[config.mk]
export PLATFORM = sky130hd
export DESIGN_NAME = fc_seq_ctrl_flat
export DESIGN_NICKNAME = d
export VERILOG_FILES = /design/src/rtl/fc_seq_ctrl_if.sv /design/src/rtl/fc_seq_ctrl.sv /design/src/flat_wrapper.sv
export SDC_FILE = /design/constraint.sdc
export NUM_CORES = 1
export LEC_CHECK = 0
export CAP_MARGIN = 20
export CORE_ASPECT_RATIO = 1.75
export CORE_MARGIN = 2
export CORE_UTILIZATION = 40
export CTS_CLUSTER_DIAMETER = 200
export DETAILED_ROUTE_END_ITERATION = 10
export PLACE_DENSITY = 0.66
export SLEW_MARGIN = 0
export SYNTH_ARGS = -nofsm -noshare
export SYNTH_HDL_FRONTEND = slang
export SYNTH_SLANG_ARGS = --single-unit
[constraint.sdc]
create_clock -name clk -period 9 [get_ports clk]
set_input_delay 1.8 -clock clk [delete_from_list [all_inputs] [get_ports clk]]
set_output_delay 1.8 -clock clk [all_outputs]
set_load 0.005 [all_outputs]
[src/rtl/fc_seq_ctrl_if.sv]
// Port bundle for fc_seq_ctrl: activation stream in, weight memory read, result stream out.
// master is the controller side; slave is the surrounding datapath (previous layer, weight RAM, next stage).
interface fc_seq_ctrl_if #(
   parameter int WIDTH = 8,
   parameter int IN    = 128,
   parameter int OUT   = 10
);
   localparam int ACC_W = WIDTH * 2 + $clog2(IN);
   localparam int AW    = $clog2(OUT * (IN + 1));
   localparam int IW    = (OUT > 1) ? $clog2(OUT) : 1;

   logic             in_valid;
   logic             in_ready;
   logic [WIDTH-1:0] in_data;
   logic             w_en;
   logic [AW-1:0]    w_addr;
   logic [WIDTH-1:0] w_data;
   logic             out_valid;
   logic             out_ready;
   logic [ACC_W-1:0] out_data;
   logic [IW-1:0]    out_idx;
   logic             busy;

   modport master (
      input  in_valid, in_data, w_data, out_ready,
      output in_ready, w_en, w_addr, out_valid, out_data, out_idx, busy
   );

   modport slave (
      output in_valid, in_data, w_data, out_ready,
      input  in_ready, w_en, w_addr, out_valid, out_data, out_idx, busy
   );
endinterface

[src/rtl/fc_seq_ctrl.sv]
// Time-multiplexed FC+ReLU controller on one shared MAC; FC_BIAS_EN adds a per-neuron bias word (k=IN).
// Result NW+1 cycles after CALC entry; out_ready low stalls in OUT with weight reads halted; input taken only in LOAD.
module fc_seq_ctrl #(
   parameter int WIDTH = 8,
   parameter int IN    = 128,
   parameter int OUT   = 10
) (
   input logic           clk,
   input logic           rst_n,
   fc_seq_ctrl_if.master bus
);
   localparam int ACC_W = WIDTH * 2 + $clog2(IN);
   localparam int AW    = $clog2(OUT * (IN + 1));
   localparam int IW    = (OUT > 1) ? $clog2(OUT) : 1;
`ifdef FC_BIAS_EN
   localparam int NW    = IN + 1;
`else
   localparam int NW    = IN;
`endif
   localparam int KW    = (NW > 1) ? $clog2(NW) : 1;
   localparam int BW    = (IN > 1) ? $clog2(IN) : 1;

   typedef enum logic [1:0] {S_LOAD, S_CALC, S_DRAIN, S_OUT} state_t;

   state_t                  r_state;
   state_t                  w_next;
   logic [KW-1:0]           r_k;
   logic [KW-1:0]           r_rd_k;
   logic                    r_rd_vld;
   logic [IW-1:0]           r_n;
   logic [AW-1:0]           r_base;
   logic signed [ACC_W-1:0] r_acc;
   logic [ACC_W-1:0]        r_out_data;
   logic [IW-1:0]           r_out_idx;
   logic [WIDTH-1:0]        r_buf [IN];

   logic                    w_in_hs;
   logic                    w_load_last;
   logic                    w_calc_last;
   logic                    w_n_last;
   logic [WIDTH-1:0]        w_act;
   logic signed [2*WIDTH-1:0] w_prod;
   logic signed [ACC_W-1:0] w_term;
   logic signed [ACC_W-1:0] w_sum;

   assign w_in_hs     = bus.in_valid && (r_state == S_LOAD);
   assign w_load_last = (r_k == KW'(IN - 1));
   assign w_calc_last = (r_k == KW'(NW - 1));
   assign w_n_last    = (r_n == IW'(OUT - 1));

   // w_data answers the read issued last cycle, so the MAC pairs it with r_rd_k, not r_k.
   assign w_act  = r_buf[r_rd_k[BW-1:0]];
   assign w_prod = {{WIDTH{w_act[WIDTH-1]}}, w_act} * {{WIDTH{bus.w_data[WIDTH-1]}}, bus.w_data};

   always_comb begin
      w_term = '0;
      if (r_rd_vld) w_term = ACC_W'(w_prod);
`ifdef FC_BIAS_EN
      if (r_rd_vld && (r_rd_k == KW'(IN))) w_term = ACC_W'($signed(bus.w_data));
`endif
   end

   assign w_sum = r_acc + w_term;

   always_ff @(posedge clk or negedge rst_n) begin
      if (!rst_n) r_state <= S_LOAD;
      else        r_state <= w_next;
   end

   always_comb begin
      w_next = r_state;
      case (r_state)
         S_LOAD:  if (w_in_hs && w_load_last) w_next = S_CALC;
         S_CALC:  if (w_calc_last) w_next = S_DRAIN;
         S_DRAIN: w_next = S_OUT;
         S_OUT:   if (bus.out_ready) w_next = w_n_last ? S_LOAD : S_CALC;
         default: w_next = S_LOAD;
      endcase
   end

   always_comb begin
      bus.in_ready  = (r_state == S_LOAD);
      bus.w_en      = (r_state == S_CALC);
      bus.w_addr    = (r_state == S_CALC) ? (r_base + AW'(r_k)) : '0;
      bus.out_valid = (r_state == S_OUT);
      bus.busy      = (r_state != S_LOAD);
   end

   assign bus.out_data = r_out_data;
   assign bus.out_idx  = r_out_idx;

   always_ff @(posedge clk or negedge rst_n) begin
      if (!rst_n) begin
         r_k        <= '0;
         r_rd_k     <= '0;
         r_rd_vld   <= 1'b0;
         r_n        <= '0;
         r_base     <= '0;
         r_acc      <= '0;
         r_out_data <= '0;
         r_out_idx  <= '0;
      end else begin
         r_rd_vld <= (r_state == S_CALC);
         r_rd_k   <= r_k;
         case (r_state)
            S_LOAD: begin
               r_acc <= '0;
               if (w_in_hs) r_k <= w_load_last ? '0 : r_k + KW'(1);
            end
            S_CALC: begin
               r_k   <= w_calc_last ? '0 : r_k + KW'(1);
               r_acc <= w_sum;
            end
            S_DRAIN: begin
               r_acc      <= w_sum;
               r_out_data <= w_sum[ACC_W-1] ? '0 : w_sum;
               r_out_idx  <= r_n;
            end
            S_OUT: begin
               if (bus.out_ready) begin
                  r_acc <= '0;
                  r_k   <= '0;
                  if (w_n_last) begin
                     r_n    <= '0;
                     r_base <= '0;
                  end else begin
                     r_n    <= r_n + IW'(1);
                     r_base <= r_base + AW'(NW);
                  end
               end
            end
            default: ;
         endcase
      end
   end

   // Activation buffer is deliberately left out of reset; every entry is rewritten before use.
   always_ff @(posedge clk) begin
      if (w_in_hs) r_buf[r_k[BW-1:0]] <= bus.in_data;
   end
endmodule

[src/flat_wrapper.sv]
// flat-port wrapper written by rule: the top's interface ports become plain ports
module fc_seq_ctrl_flat 
#(
   parameter int WIDTH = 8,
   parameter int IN    = 128,
   parameter int OUT   = 10
)
  (clk, rst_n, bus_in_valid, bus_in_data, bus_w_data, bus_out_ready, bus_in_ready, bus_w_en, bus_w_addr, bus_out_valid, bus_out_data, bus_out_idx, bus_busy);
  fc_seq_ctrl_if #(.WIDTH(WIDTH), .IN(IN), .OUT(OUT)) bus_i ();
  input logic clk;
  input logic rst_n;
  input wire logic [$bits(bus_i.in_valid)-1:0] bus_in_valid;
  input wire logic [$bits(bus_i.in_data)-1:0] bus_in_data;
  input wire logic [$bits(bus_i.w_data)-1:0] bus_w_data;
  input wire logic [$bits(bus_i.out_ready)-1:0] bus_out_ready;
  output wire logic [$bits(bus_i.in_ready)-1:0] bus_in_ready;
  output wire logic [$bits(bus_i.w_en)-1:0] bus_w_en;
  output wire logic [$bits(bus_i.w_addr)-1:0] bus_w_addr;
  output wire logic [$bits(bus_i.out_valid)-1:0] bus_out_valid;
  output wire logic [$bits(bus_i.out_data)-1:0] bus_out_data;
  output wire logic [$bits(bus_i.out_idx)-1:0] bus_out_idx;
  output wire logic [$bits(bus_i.busy)-1:0] bus_busy;
  assign bus_i.in_valid = bus_in_valid;
  assign bus_i.in_data = bus_in_data;
  assign bus_i.w_data = bus_w_data;
  assign bus_i.out_ready = bus_out_ready;
  assign bus_in_ready = bus_i.in_ready;
  assign bus_w_en = bus_i.w_en;
  assign bus_w_addr = bus_i.w_addr;
  assign bus_out_valid = bus_i.out_valid;
  assign bus_out_data = bus_i.out_data;
  assign bus_out_idx = bus_i.out_idx;
  assign bus_busy = bus_i.busy;
  fc_seq_ctrl #(.WIDTH(WIDTH), .IN(IN), .OUT(OUT)) u_core (.clk(clk), .rst_n(rst_n), .bus(bus_i));
endmodule
# Word-level counts from Yosys, hierarchy flattened
# Memory sizes are Yosys's and may differ from the RTL's.
# Cells that the tools add are included.
# W data, S select, Z words.
totals:
  mem_count: 1
  ramBits: 1024
  elab_cells: 52
  reg_bits: 82
  output_inout_bits: 42
mem_list:
  columns: ["name", "depth", "width", "read_ports", "rd_ports_with_merged_regs", "write_ports", "line_no", "rtl"]
  rows:
  - ["u_core.r_buf", 128, 8, 1, 0, 1, "fc_seq_ctrl.sv:35", "logic [WIDTH-1:0] r_buf [IN];"]
op_classes:
  eq_ne: 9
  mux: 18
  n_reduce_logical: 9
  n_mul: 1
  addsub: 5
ops:
  columns: ["cell", "count"]
  rows:
  - ["$pmux W23 S3", 1]
  - ["$mux W23", 2]
  - ["$add A23 B23 Y23", 1]
  - ["$mux W11", 2]
  - ["$mux W22", 1]
  - ["$mux W7", 3]
  - ["$pmux W7 S3", 1]
  - ["$mul A8 B8 Y16", 1]
  - ["$add A11 B7 Y11", 1]
  - ["$add A11 B8 Y11 const B", 1]
  - ["$pmux W2 S4", 1]
  - ["$add A7 B1 Y7 const B", 1]
  - ["$eq A7 B7 Y1 const B", 1]
  - ["$mux W2", 3]
  - ["$ne A2 B1 Y1 const B", 3]
  - ["$reduce_and A3 Y1", 2]
  - ["$add A4 B1 Y4 const B", 1]
  - ["$eq A2 B2 Y1 const B", 2]
  - ["$eq A4 B4 Y1 const B", 1]
  - ["$mux W4", 1]
  - ["$mux W1", 3]
  - ["$reduce_bool A3 Y1", 1]
  - ["$eq A2 B1 Y1 const B", 1]
  - ["$logic_and A1 B1 Y1", 2]
  - ["other kinds (5)", 5]

# Logic depth before layout (Yosys ltp)
depth:
  word_depth: 5
  ltp_mapped: 36
  ltp_nobuf: 31

# Least setup slack after synthesis
# OpenSTA, ideal clock, no wires.
synth_timing:
  kind: "flip-flop to flip-flop"
  start: "reg u_core.r_rd_k[2]"
  end: "reg u_core.r_out_data[21], in the netlist u_core.bus.out_data[21]"
  setup_ns: 0.104
  required_time_ns: 8.896
  path_stages_with_launch: 31
  path_buffers: 5
  slack_ns: 0.178
  arrival_ns: 8.718
  cell_sequence: "dfrtp_1 > clkbuf_1 > buf_2 > buf_1 > buf_2 > mux4_2 > mux4_2 > mux2i_4 > nor2b_1 > fa_1 > inv_1 > fa_1 > inv_1 > fa_1 > inv_1 > fa_1 > inv_1 > ha_1 > nand3_1 > o221a_2 > o2111ai_1 > a21oi_1 > o21ai_0 > ha_1 > and3_1 > a311oi_1 > a21boi_0 > a221oi_1 > xnor3_1 > clkbuf_1 > a221oi_1"
synth_via:
  elab_chain_cells: 5
synth_lines:
  columns: ["element", "line_no", "rtl"]
  rows:
  - ["from (decl)", "fc_seq_ctrl.sv:28", "logic [KW-1:0] r_rd_k;"]
  - ["from (signal assigned)", "fc_seq_ctrl.sv:104", "r_rd_k <= r_k;"]
  - ["$mem_v2 Z128 W8", null, null]
  - ["$mul A8 B8 Y16", "fc_seq_ctrl.sv:53", "assign w_prod = {{WIDTH{w_act[WIDTH-1]}}, w_act} * {{WIDTH{bus.w_data[WIDTH-1]}}, bus.w_data};"]
  - ["$mux W23", "fc_seq_ctrl.sv:57", "if (r_rd_vld) w_term = ACC_W'(w_prod);"]
  - ["$add A23 B23 Y23", "fc_seq_ctrl.sv:63", "assign w_sum = r_acc + w_term;"]
  - ["$mux W22", "fc_seq_ctrl.sv:116", "r_out_data <= w_sum[ACC_W-1] ? '0 : w_sum;"]
  - ["to (signal assigned)", "fc_seq_ctrl.sv:116", null]
  - ["to (decl)", "fc_seq_ctrl.sv:33", "logic [ACC_W-1:0] r_out_data;"]
# Every way passes these cells.
# A chain may end at the register's enable or synchronous reset.

# Worst setup path in the final report
layout_timing:
  start: "reg u_core.r_rd_k[0]"
  end: "reg u_core.r_out_data[21], in the netlist u_core.bus.out_data[21]"
# The elaborated chain is that of the path after synthesis.

==> out/results.env <==
INSTANCES_NO_FILL=4158
FLOORPLAN.CORE_AREA_UM2=115000
DR.PASS1.ITERS=8
REG2REG_SETUP_SLACK_PS=130
FP.DIEAREA_UM2=118000
TRITONCTS='built'
YS.FLOP_TYPE='edfxtp_1'
DRT_WL_TOTAL_UM=112000
POSTSYNTH.ASYNCRESETSHARE=0.0674
GLOBAL_ROUTE.USAGE.TOTAL=0.191
CRITICALPATHCATEGORY='reg -> reg'
TIMING.CRITICAL_PATH.REQUIRED_PS=9540
UNREPAIRED_SETUP_ENDPOINTS_AFTER_GLOBAL_ROUTING='true'
CLOCK-SKEW-FINAL_PS=26.1
CTS_SINKS=1098
FIRST_PASS_GRT_WIRE_LENGTH_UM=164000
SYNTH_WARNINGS=0
PORT_BUFFERS=60
SYNTH_AREA_LEADERS='edfxtp_1 (66%), mux4_2 (16%), dfrtp_1 (4.0%), fa_1 (2.4%), ha_1 (1.5%)'
AREA_GROWTH_SYN_TO_LAYOUT_PCT=16.0
TOP_AREA_CELL_TYPE_SHARE_OF_THE_NETLIST_AREA=0.665
CLOCK_ROOT_BUFFER='clkbuf_16'
NUMBER_OF_FLOPS_MAPPED_TO_ENABLE_CELLS_BY_YOSYS=1024
PLACE_CONGESTION=0.867
STATUS='complete, no violations'
FLOORPLAN.INITIALDENSITY=0.402
POST-SYNTH-TOP-AREA-CELL='edfxtp_1'
SYNTH_COMMONEST_CELLS='edfxtp_1 (1,024), mux4_2 (336), nor2_1 (169)'
NFILLCELLS=9420
WORST-PATH-BUF-INV=12
PER_INSTANCE_AVERAGE_AREA_AFTER_SYNTHESIS_UM2=19.7
WORST_SLEW_MARGIN_REL=0.266
CP_TOP_FAMILY='adder cells'
WORST_EP_ARRIVAL_TIME_PS=9410
ROUTE.DETAILED.VIAS_PER_INST=5.58
TIMING.CRITICAL_PATH.TO_TYPE='flop'
SITE_ROWS=165
SYN-CELL-AREA_UM2=46300
NUMBER_OF_ANTENNA_VIOLATIONS_AT_THE_FIRST_CHECK_IN_GLOBAL_ROUTING=2
WORSTPATHMAXFANOUT=6
CRITPATHLAUNCHTYPE='flop'
NUMBER_OF_GLOBAL_ROUTE_VIAS_BEFORE_REPAIR=24612
NETLIST_INSTANCES=2347
FINAL_PERIOD_MINUS_WORST_SETUP_SLACK_PS=8870
CTS_HOLD_REPAIR.BUFFERS=0
AREA.SEQUENTIAL_UM2=32600
CLKLATENCYLATEPIN_PS=690
REPORT.FINAL.HOLD_VIOL_COUNT=0
SLEW_VIOLATIONS=0
SYNTH.FF_LATCH_COUNT=1098
LAYOUT-DRIVE-GT1-SHARE=0.275
CP_SLOWEST_STAGE_DELAY_PS=560
YOSYSMOSTFREQUENTCELL='edfxtp_1'
DETAIL_ROUTE.WL_PER_CELL_UM=27.0
ANT_NETS=0
WORSTMARGINPINSLEW_PS=1100
VIAS=23185
FMAX_MHz=113
SYNTH.LIB_CELLS_USED.DISTINCT=59
BOUNDARYPINS=62
REPORT.FINAL.SETUP_VIOL=0
CTS.HTREE.LEVELS=3
YOSYSSEQAREASHARE=0.705
DIE_HEIGHT_UM=454
LAYOUT_WORST_PATH_CYCLE_SHARE=0.986
TRITONCTS.NUM_BUFFERS=93
WORSTHOLDPATHTYPE='reg -> reg'
SYNTH_NETS=2480
CTS_MAX_PATH_BUFFERS=3
GRT_RESIDUAL_OVERFLOW=0
MULTIINPUTGATEAREA_UM2=12900
ROUTE.DETAILED.DRC=0
SLOWEST_CELL_ON_THE_CRITICAL_PATH='mux4_2'
DIE-WIDTH_UM=261
PLACE_INST=3937
DETAILEDPLACEMENTHPWL_UM=74900
CAP_VIOL_MAX_COUNT=0
WORST_SETUP_HOLD_PATH_CLK_SLEW_PS=70
LARGEST_NET_DEGREE_AT_THE_START_OF_GLOBAL_ROUTING=104
VIOLATION_COUNT_AFTER_THE_FIRST_DETAILED_ROUTING_ITERATION=2002
FINALNETCOUNT=2708
[worst reg2reg max path: cells and delay by family, from the launching register on]
family,cells,cell delay (ps)
adders and majority gates,6,2540
AOI/OAI and AO/OA,10,1930
muxes,4,1810
buffers and inverters,12,1470
DFF,1,510
xor gates and xnor gates,1,300
and+or+nand+nor,2,150
[routing by layer]
| layer | track usage | share of wire |
|---|---|---|
| met1 | 0.208 | 0.34 |
| met2 | 0.359 | 0.56 |
| met3 | 0.0241 | 0.044 |
| met4 | 0.0956 | 0.055 |
| met5 | 0 | 0.00012 |
[kinds of logic (layout without fill, tap and decap cells)]
family	Yosys count	after routing	synth area share
DFF	1098	1098	0.705
adders and majority gates	113	113	0.0397
AOI/OAI and AO/OA	146	146	0.0213
and+or+nand+nor	372	372	0.0377
other	1	2	0.0000811
muxes	350	350	0.169
xor gates and xnor gates	39	39	0.00768
buffers and inverters	228	535	0.0199
[worst paths after layout]
path / from / endpoint / depth (start not counted)
worst min-delay path: u_core.r_acc[0]$_DFFE_PN0P_ / u_core.r_acc[0]$_DFFE_PN0P_ / 2
min in group asynchronous: rst_n / u_core.r_acc[22]$_DFFE_PN0P_ / 1
worst min register to register: u_core.r_acc[0]$_DFFE_PN0P_ / u_core.r_acc[0]$_DFFE_PN0P_ / 2
max in group asynchronous: rst_n / u_core.r_rd_k[1]$_DFF_PN0_ / 2
worst max-delay path: u_core.r_rd_k[0]$_DFF_PN0_ / u_core.bus.out_data[21]$_DFFE_PN0N_ / 35
worst max register to register: u_core.r_rd_k[0]$_DFF_PN0_ / u_core.bus.out_data[21]$_DFFE_PN0N_ / 35
[layout by cell type (no fill, tap or decap), types with 50 or more instances in the layout]
cell type,n
buf_4,135
clkbuf_16,98
clkdlybuf4s50_1,51
dfrtp_1,70
edfxtp_1,1024
fa_1,54
ha_1,50
inv_1,117
mux4_2,336
nand2_1,63
nor2_1,168
nor2b_1,54
[flip-flops by register name, summed over array words and instances (netlist names), 4 cells and up]
register and flops:
u_core.bus.out_data 22, u_core.bus.out_idx 4, u_core.r_acc 23, u_core.r_base 4, u_core.r_buf 1024, u_core.r_k 7
u_core.r_n 4, u_core.r_rd_k 7
[cell type report]
cell class,count,area share
diodes,1,0.0000466
clock inverters,61,0.0129
flip-flops and latches,1098,0.608
inverters,118,0.00825
multi-input cells,1021,0.240
well taps,1503,0.0350
clock buffers,113,0.0455
repair buffers,243,0.0502
[metrics by stage]
| step | setup TNS, ps | instance area [µm²] | hold WS, ps | utilization | setup slack (ps) |
|---|---|---|---|---|---|
| after floorplan | 0 | 46300 | 352 | - | 178 |
| final | 0 | 53700 | 500 | 0.466 | 126 |
| after global placement | -2550 | 49600 | 479 | 0.431 | -135 |
| after global routing | -231 | 53700 | 536 | 0.466 | -97.4 |
| after detailed placement | -7630 | 49600 | 490 | 0.431 | -357 |
| after CTS | 0 | 53100 | 510 | 0.461 | 0.738 |
[timing repair]
action,in CTS,in global routing
resized for setup,19,41
gates cloned,5,4
pin swaps,8,25
endpoints found under the setup margin,27,28
setup buffers,7,28
Power is left out: the tool's default activity adds up to more than one toggle a clock period on the data nets, which glitch-free logic cannot reach.
